## config.mk

```make
export PLATFORM = sky130hd
export DESIGN_NAME = gate_tt_sequencer
export DESIGN_NICKNAME = d
export VERILOG_FILES = /design/src/rtl/gate_tt_sequencer.sv
export SDC_FILE = /design/constraint.sdc
export NUM_CORES = 1
export LEC_CHECK = 0
export CAP_MARGIN = 20
export CORE_MARGIN = 2
export CORE_UTILIZATION = 45
export DETAILED_ROUTE_END_ITERATION = 10
export GPL_TIMING_DRIVEN = 0
export PLACE_DENSITY = 0.72
export RECOVER_POWER = 50
export SYNTH_ARGS = -nofsm -noshare
export SYNTH_HDL_FRONTEND = slang
export SYNTH_SLANG_ARGS = --single-unit
```

## constraint.sdc

```tcl
create_clock -name clk -period 1.6 [get_ports clk]
set_input_delay 0.16 -clock clk [delete_from_list [all_inputs] [get_ports clk]]
set_output_delay 0.16 -clock clk [all_outputs]
set_load 0.05 [all_outputs]
```

## src/rtl/gate_tt_sequencer.sv

```systemverilog
// Exhaustive truth-table sequencer for one attached combinational gate.
// Steps drv through every input vector, holds each for a settle window,
// samples y_in once per vector against EXP_TT and reports pass/fail,
// the mismatch count and the first failing vector.
module gate_tt_sequencer #(
    parameter int                     N_IN          = 2,
    parameter int                     SETTLE_CYCLES = 2,
    parameter logic [(2**N_IN)-1:0]   EXP_TT        = 4'b0111
) (
    input  logic              clk,
    input  logic              rst,
    input  logic              start,
    output logic [N_IN-1:0]   drv,
    input  logic              y_in,
    output logic              busy,
    output logic              done,
    output logic              pass,
    output logic [N_IN:0]     err_count,
    output logic              fail_valid,
    output logic [N_IN-1:0]   fail_vec
);

    // Settle counter only needs to reach SETTLE_CYCLES-1; keep it at least 1 bit wide.
    localparam int                CNT_W    = (SETTLE_CYCLES > 1) ? $clog2(SETTLE_CYCLES) : 1;
    localparam logic [CNT_W-1:0]  CNT_LAST = CNT_W'(SETTLE_CYCLES - 1);
    localparam logic [N_IN-1:0]   VEC_LAST = {N_IN{1'b1}};
    localparam logic [N_IN:0]     ERR_ONE  = (N_IN + 1)'(1);

    typedef enum logic [1:0] {
        ST_IDLE,
        ST_SETTLE,
        ST_SAMPLE
    } state_t;

    state_t             r_state;
    logic [CNT_W-1:0]   r_cnt;
    logic [N_IN-1:0]    r_drv;
    logic               r_busy;
    logic               r_done;
    logic               r_pass;
    logic [N_IN:0]      r_err_count;
    logic               r_fail_valid;
    logic [N_IN-1:0]    r_fail_vec;

    state_t             w_state_next;
    logic [CNT_W-1:0]   w_cnt_next;
    logic [N_IN-1:0]    w_drv_next;
    logic               w_busy_next;
    logic               w_done_next;
    logic               w_pass_next;
    logic [N_IN:0]      w_err_count_next;
    logic               w_fail_valid_next;
    logic [N_IN-1:0]    w_fail_vec_next;
    logic               w_mismatch;

    // Case inequality so an undriven or X gate output is reported as a mismatch.
    assign w_mismatch = (y_in !== EXP_TT[r_drv]);

    // State and result registers; reset aborts any run without producing done.
    always_ff @(posedge clk) begin
        if (rst) begin
            r_state      <= ST_IDLE;
            r_cnt        <= '0;
            r_drv        <= '0;
            r_busy       <= 1'b0;
            r_done       <= 1'b0;
            r_pass       <= 1'b0;
            r_err_count  <= '0;
            r_fail_valid <= 1'b0;
            r_fail_vec   <= '0;
        end else begin
            r_state      <= w_state_next;
            r_cnt        <= w_cnt_next;
            r_drv        <= w_drv_next;
            r_busy       <= w_busy_next;
            r_done       <= w_done_next;
            r_pass       <= w_pass_next;
            r_err_count  <= w_err_count_next;
            r_fail_valid <= w_fail_valid_next;
            r_fail_vec   <= w_fail_vec_next;
        end
    end

    // Next-state and output logic: settle each vector, sample once, advance or finish.
    always_comb begin
        w_state_next      = r_state;
        w_cnt_next        = r_cnt;
        w_drv_next        = r_drv;
        w_busy_next       = r_busy;
        w_done_next       = 1'b0;
        w_pass_next       = r_pass;
        w_err_count_next  = r_err_count;
        w_fail_valid_next = r_fail_valid;
        w_fail_vec_next   = r_fail_vec;

        unique case (r_state)
            ST_IDLE: begin
                if (start) begin
                    w_busy_next       = 1'b1;
                    w_drv_next        = '0;
                    w_cnt_next        = '0;
                    w_err_count_next  = '0;
                    w_fail_valid_next = 1'b0;
                    w_fail_vec_next   = '0;
                    w_pass_next       = 1'b0;
                    w_state_next      = ST_SETTLE;
                end
            end
            ST_SETTLE: begin
                w_cnt_next = r_cnt + 1'b1;
                if (r_cnt == CNT_LAST) begin
                    w_state_next = ST_SAMPLE;
                end
            end
            ST_SAMPLE: begin
                if (w_mismatch) begin
                    w_err_count_next = r_err_count + ERR_ONE;
                    if (!r_fail_valid) begin
                        w_fail_valid_next = 1'b1;
                        w_fail_vec_next   = r_drv;
                    end
                end
                if (r_drv != VEC_LAST) begin
                    w_drv_next   = r_drv + 1'b1;
                    w_cnt_next   = '0;
                    w_state_next = ST_SETTLE;
                end else begin
                    // Last vector: drv holds here until the next start.
                    w_busy_next  = 1'b0;
                    w_done_next  = 1'b1;
                    w_pass_next  = !r_fail_valid && !w_mismatch;
                    w_state_next = ST_IDLE;
                end
            end
            default: begin
                w_state_next = ST_IDLE;
            end
        endcase
    end

    assign drv        = r_drv;
    assign busy       = r_busy;
    assign done       = r_done;
    assign pass       = r_pass;
    assign err_count  = r_err_count;
    assign fail_valid = r_fail_valid;
    assign fail_vec   = r_fail_vec;

endmodule

```

==> results.py <==
metrics = {
    "synth": {
        "synth_top_area_frac": 0.390,
        "syn_inst": 77,
        "ys_seq_elements": 14,
        "ys_types": 28,
        "synth_area_leaders": "dfxtp_1 (39%), buf_6 (7.8%), o211ai_1 (7.3%)",
        "synth_area_leader_cell": "dfxtp_1",
        "mappedNetlistArea_um2": 718,
        "syn-num-nets": 83,
        "ys.warnings.count": 0,
        "ys_seq_area_frac": 0.390,
        "synth_area_per_cell_um2": 9.33,
    },
    "worst_setup_path": {
        "startpoint_type": "register",
        "crit_slowest_cell": "clkdlybuf4s50_1",
        "cp.required_ps": 1440,
        "crit_path_end": "done",
        "crit_cells": 1,
        "cp_top_family": "buffers and inverters",
        "rr_endpoint": "err_count[0]$_SDFFE_PP0P_",
        "rr_worst_depth": 5,
        "cp-end-kind": "output pin",
        "r2r_start": "drv[0]$_SDFFE_PP0P_",
        "critPathArrivalTime_ps": 1390,
        "r2r_slack_ps": 120,
        "cpPeakStageDelay_ps": 790,
        "cp_max_fo": 1,
        "worst-path-buf-inv": 1,
        "crit_chain": "clkdlybuf4s50_1",
        "crit_type": "register to output pin",
        "worstSetupStartpoint": "done$_SDFF_PP0_",
    },
    "pwr": {
        "power_uw": 702,
        "clkPwrFrac": 0.362,
        "powerDensity_mw_per_mm2": 781,
        "p_int_uw": 529,
        "power_leakage_uw": 0.000358,
        "power_frac_seq": 0.515,
        "power_switching_uw": 173,
        "sw_frac_of_total": 0.246,
        "combPwrFrac": 0.123,
        "max-vdd-ir-drop_mv": 0.529,
    },
    "clock_network": {
        "cts_buffers": 3,
        "cts.clk_slew.worst_paths_ps": 90,
        "cts_root_buf": "clkbuf_4",
        "cts_hold_buffers": 0,
        "cts_max_level": 1,
        "cts_tree": "done",
        "clock_latency_ps": 280,
        "clk_path_buf_depth": 2,
        "cts.sinks": 14,
    },
    "timing": {
        "setup_tns_ps": 0,
        "tightest_slew_ps": 598,
        "max-slew-margin-rel": 0.603,
        "rsz0062_at_grt": "false",
        "hold_ws_ps": 452,
        "finalClockSkew_ps": 4.83,
        "setup_viol": 0,
        "timing.final.crit_share": 0.969,
        "max_freq_mhz": 645,
        "period_minus_slack_ps": 1550,
        "final.setup.worst_slack_ps": 49.4,
        "drv_slew": 0,
        "finalHoldViolCount": 0,
    },
    "route": {
        "wire_per_inst_um": 13.3,
        "drt-initial-drc-count": 4,
        "vias": 625,
        "firstDrtPassIters": 4,
        "drt_wl_total_um": 1480,
        "final_antenna_net_count": 0,
        "vias_per_cell": 5.63,
        "drc": 0,
    },
    "die": {
        "die_area_mm2": 0.00193,
        "num_rows": 14,
        "die_w_um": 44.0,
        "io_pins": 15,
        "die_h_um": 44.0,
        "start_util": 0.477,
        "core_area_mm2": 0.00151,
    },
    "placement": {
        "place_hpwl_um": 1010,
        "gp_congestion": 0.746,
        "io_buffer_count": 14,
        "dp_slack_ps": 46.2,
        "placedInstanceArea_um2": 881,
    },
    "global_routing": {
        "grt_pass1_vias": 542,
        "grt-ovfl-total": 0,
        "grt_max_degree": 11,
        "antenna_found_initial": 0,
        "grt_util_all_layers": 0.172,
        "grt_pass1_wl_um": 2440,
    },
    "flow_run": {
        "max_cap_violations": 0,
    },
    "min_path": {
        "hold_class": "register to register",
    },
    "layout": {
        "drive_gt1_frac": 0.168,
        "diodes": 0,
        "syn_to_final_growth_pct": 25.3,
        "final_net_count": 102,
        "fin_area_um2": 900,
    },
    "status": {
        "outcome": "complete, no violations",
    },
}
## routing by layer
metal  up-vias  global-route usage  part of all wire
li1        314                   -                 -
met1       294               0.224              0.50
met2        12               0.259              0.43
met3         5              0.0542             0.048
met4         0              0.0727             0.022
met5         -                   0                 0
## worst reg2reg max path: cells and delay by family, from the launching register on
kind | cells | cell delay [ps]
compound gates | 1 | 140
xor+xnor | 1 | 210
fa+ha+maj | 1 | 220
buf+inv | 1 | 140
flops | 1 | 360
simple gates | 1 | 350
## power groups by stage
stage               sequential [µW]  clock, µW  combinational (µW)
detailed placement              370          0                91.5
floorplan                       380          0                53.7
global placement                370          0                92.0
finish                          362        254                86.3
CTS                             362        260                91.8
global route                    363        279                94.1
## kinds of logic after synthesis
group / count (synthesis) / share of synthesized area
flops: 14 / 0.390
xor+xnor: 2 / 0.0244
buf+inv: 7 / 0.0906
simple gates: 30 / 0.253
compound gates: 22 / 0.207
fa+ha+maj: 2 / 0.0348
## registers in the layout, summed over array words and instances, names as in the netlist
register	flops
busy	1
done	1
drv	2
err_count	3
fail_valid	1
fail_vec	2
pass	1
r_cnt	1
r_state	2
## cell usage in the layout, fill, tap and decap left out, drive strengths merged, types with 2 or more instances in the layout
cell and count:
nand3b 2, ha 2, clkdlybuf4s50 4, and2 2, or3 3, nand4 2, nand4b 2, nand2 6
nor2 3, o211ai 7, a31oi 3, buf 5, nor3 2, nand2b 4, dlygate4sd2 8, a21oi 8
dfxtp 14, o21ai 2, clkbuf 8
## cell type report
cell class,count,area (µm²)
multi-input cells,56,388
repair buffers,14,118
well taps,16,20.0
fillers,137,607
plain buffers,7,57.6
clock buffers,4,36.3
flip-flops and latches,14,280
## Yosys cell counts
cell / number
a21oi_2: 2
a22oi_2: 1
buf_6: 5
buf_1: 1
nand4_1: 2
a21oi_1: 6
and2b_2: 1
a31oi_1: 3
o21ai_0: 2
or3b_1: 1
o21a_1: 1
nand3b_1: 2
nand2_1: 6
xnor2_1: 1
o211ai_1: 7
nor2b_1: 1
nor3_1: 2
buf_2: 1
nor2_1: 3
and2_1: 2
nand3_1: 1
ha_1: 2
dfxtp_1: 14
nand2b_1: 3
nand4b_1: 2
or3_1: 3
nand2b_4: 1
xor2_1: 1
## repair_timing
item                       4_1_cts  5_1_grt
buffers inserted                 0        0
gates resized for setup          8        4
setup endpoints to repair        8        5
## per-stage QoR
| step | utilization | instances |
|---|---|---|
| 2_1_floorplan | - | 77 |
| 3_3_place_gp | 0.585 | 107 |
| 3_5_place_dp | 0.585 | 107 |
| 4_1_cts | 0.602 | 111 |
| 5_1_grt | 0.597 | 111 |
| 6_report | 0.597 | 111 |
## worst min-delay path by stage
stage                            startpoint                   endpoint  cells past startpoint
after floorplan                         rst  err_count[2]$_SDFFE_PP0P_                      1
after global placement    pass$_SDFFE_PP0P_          pass$_SDFFE_PP0P_                      2
after detailed placement  pass$_SDFFE_PP0P_          pass$_SDFFE_PP0P_                      2
after CTS                 pass$_SDFFE_PP0P_          pass$_SDFFE_PP0P_                      2
after global routing      pass$_SDFFE_PP0P_          pass$_SDFFE_PP0P_                      2
final                     pass$_SDFFE_PP0P_          pass$_SDFFE_PP0P_                      2
Power figures use the tool's default switching activity.
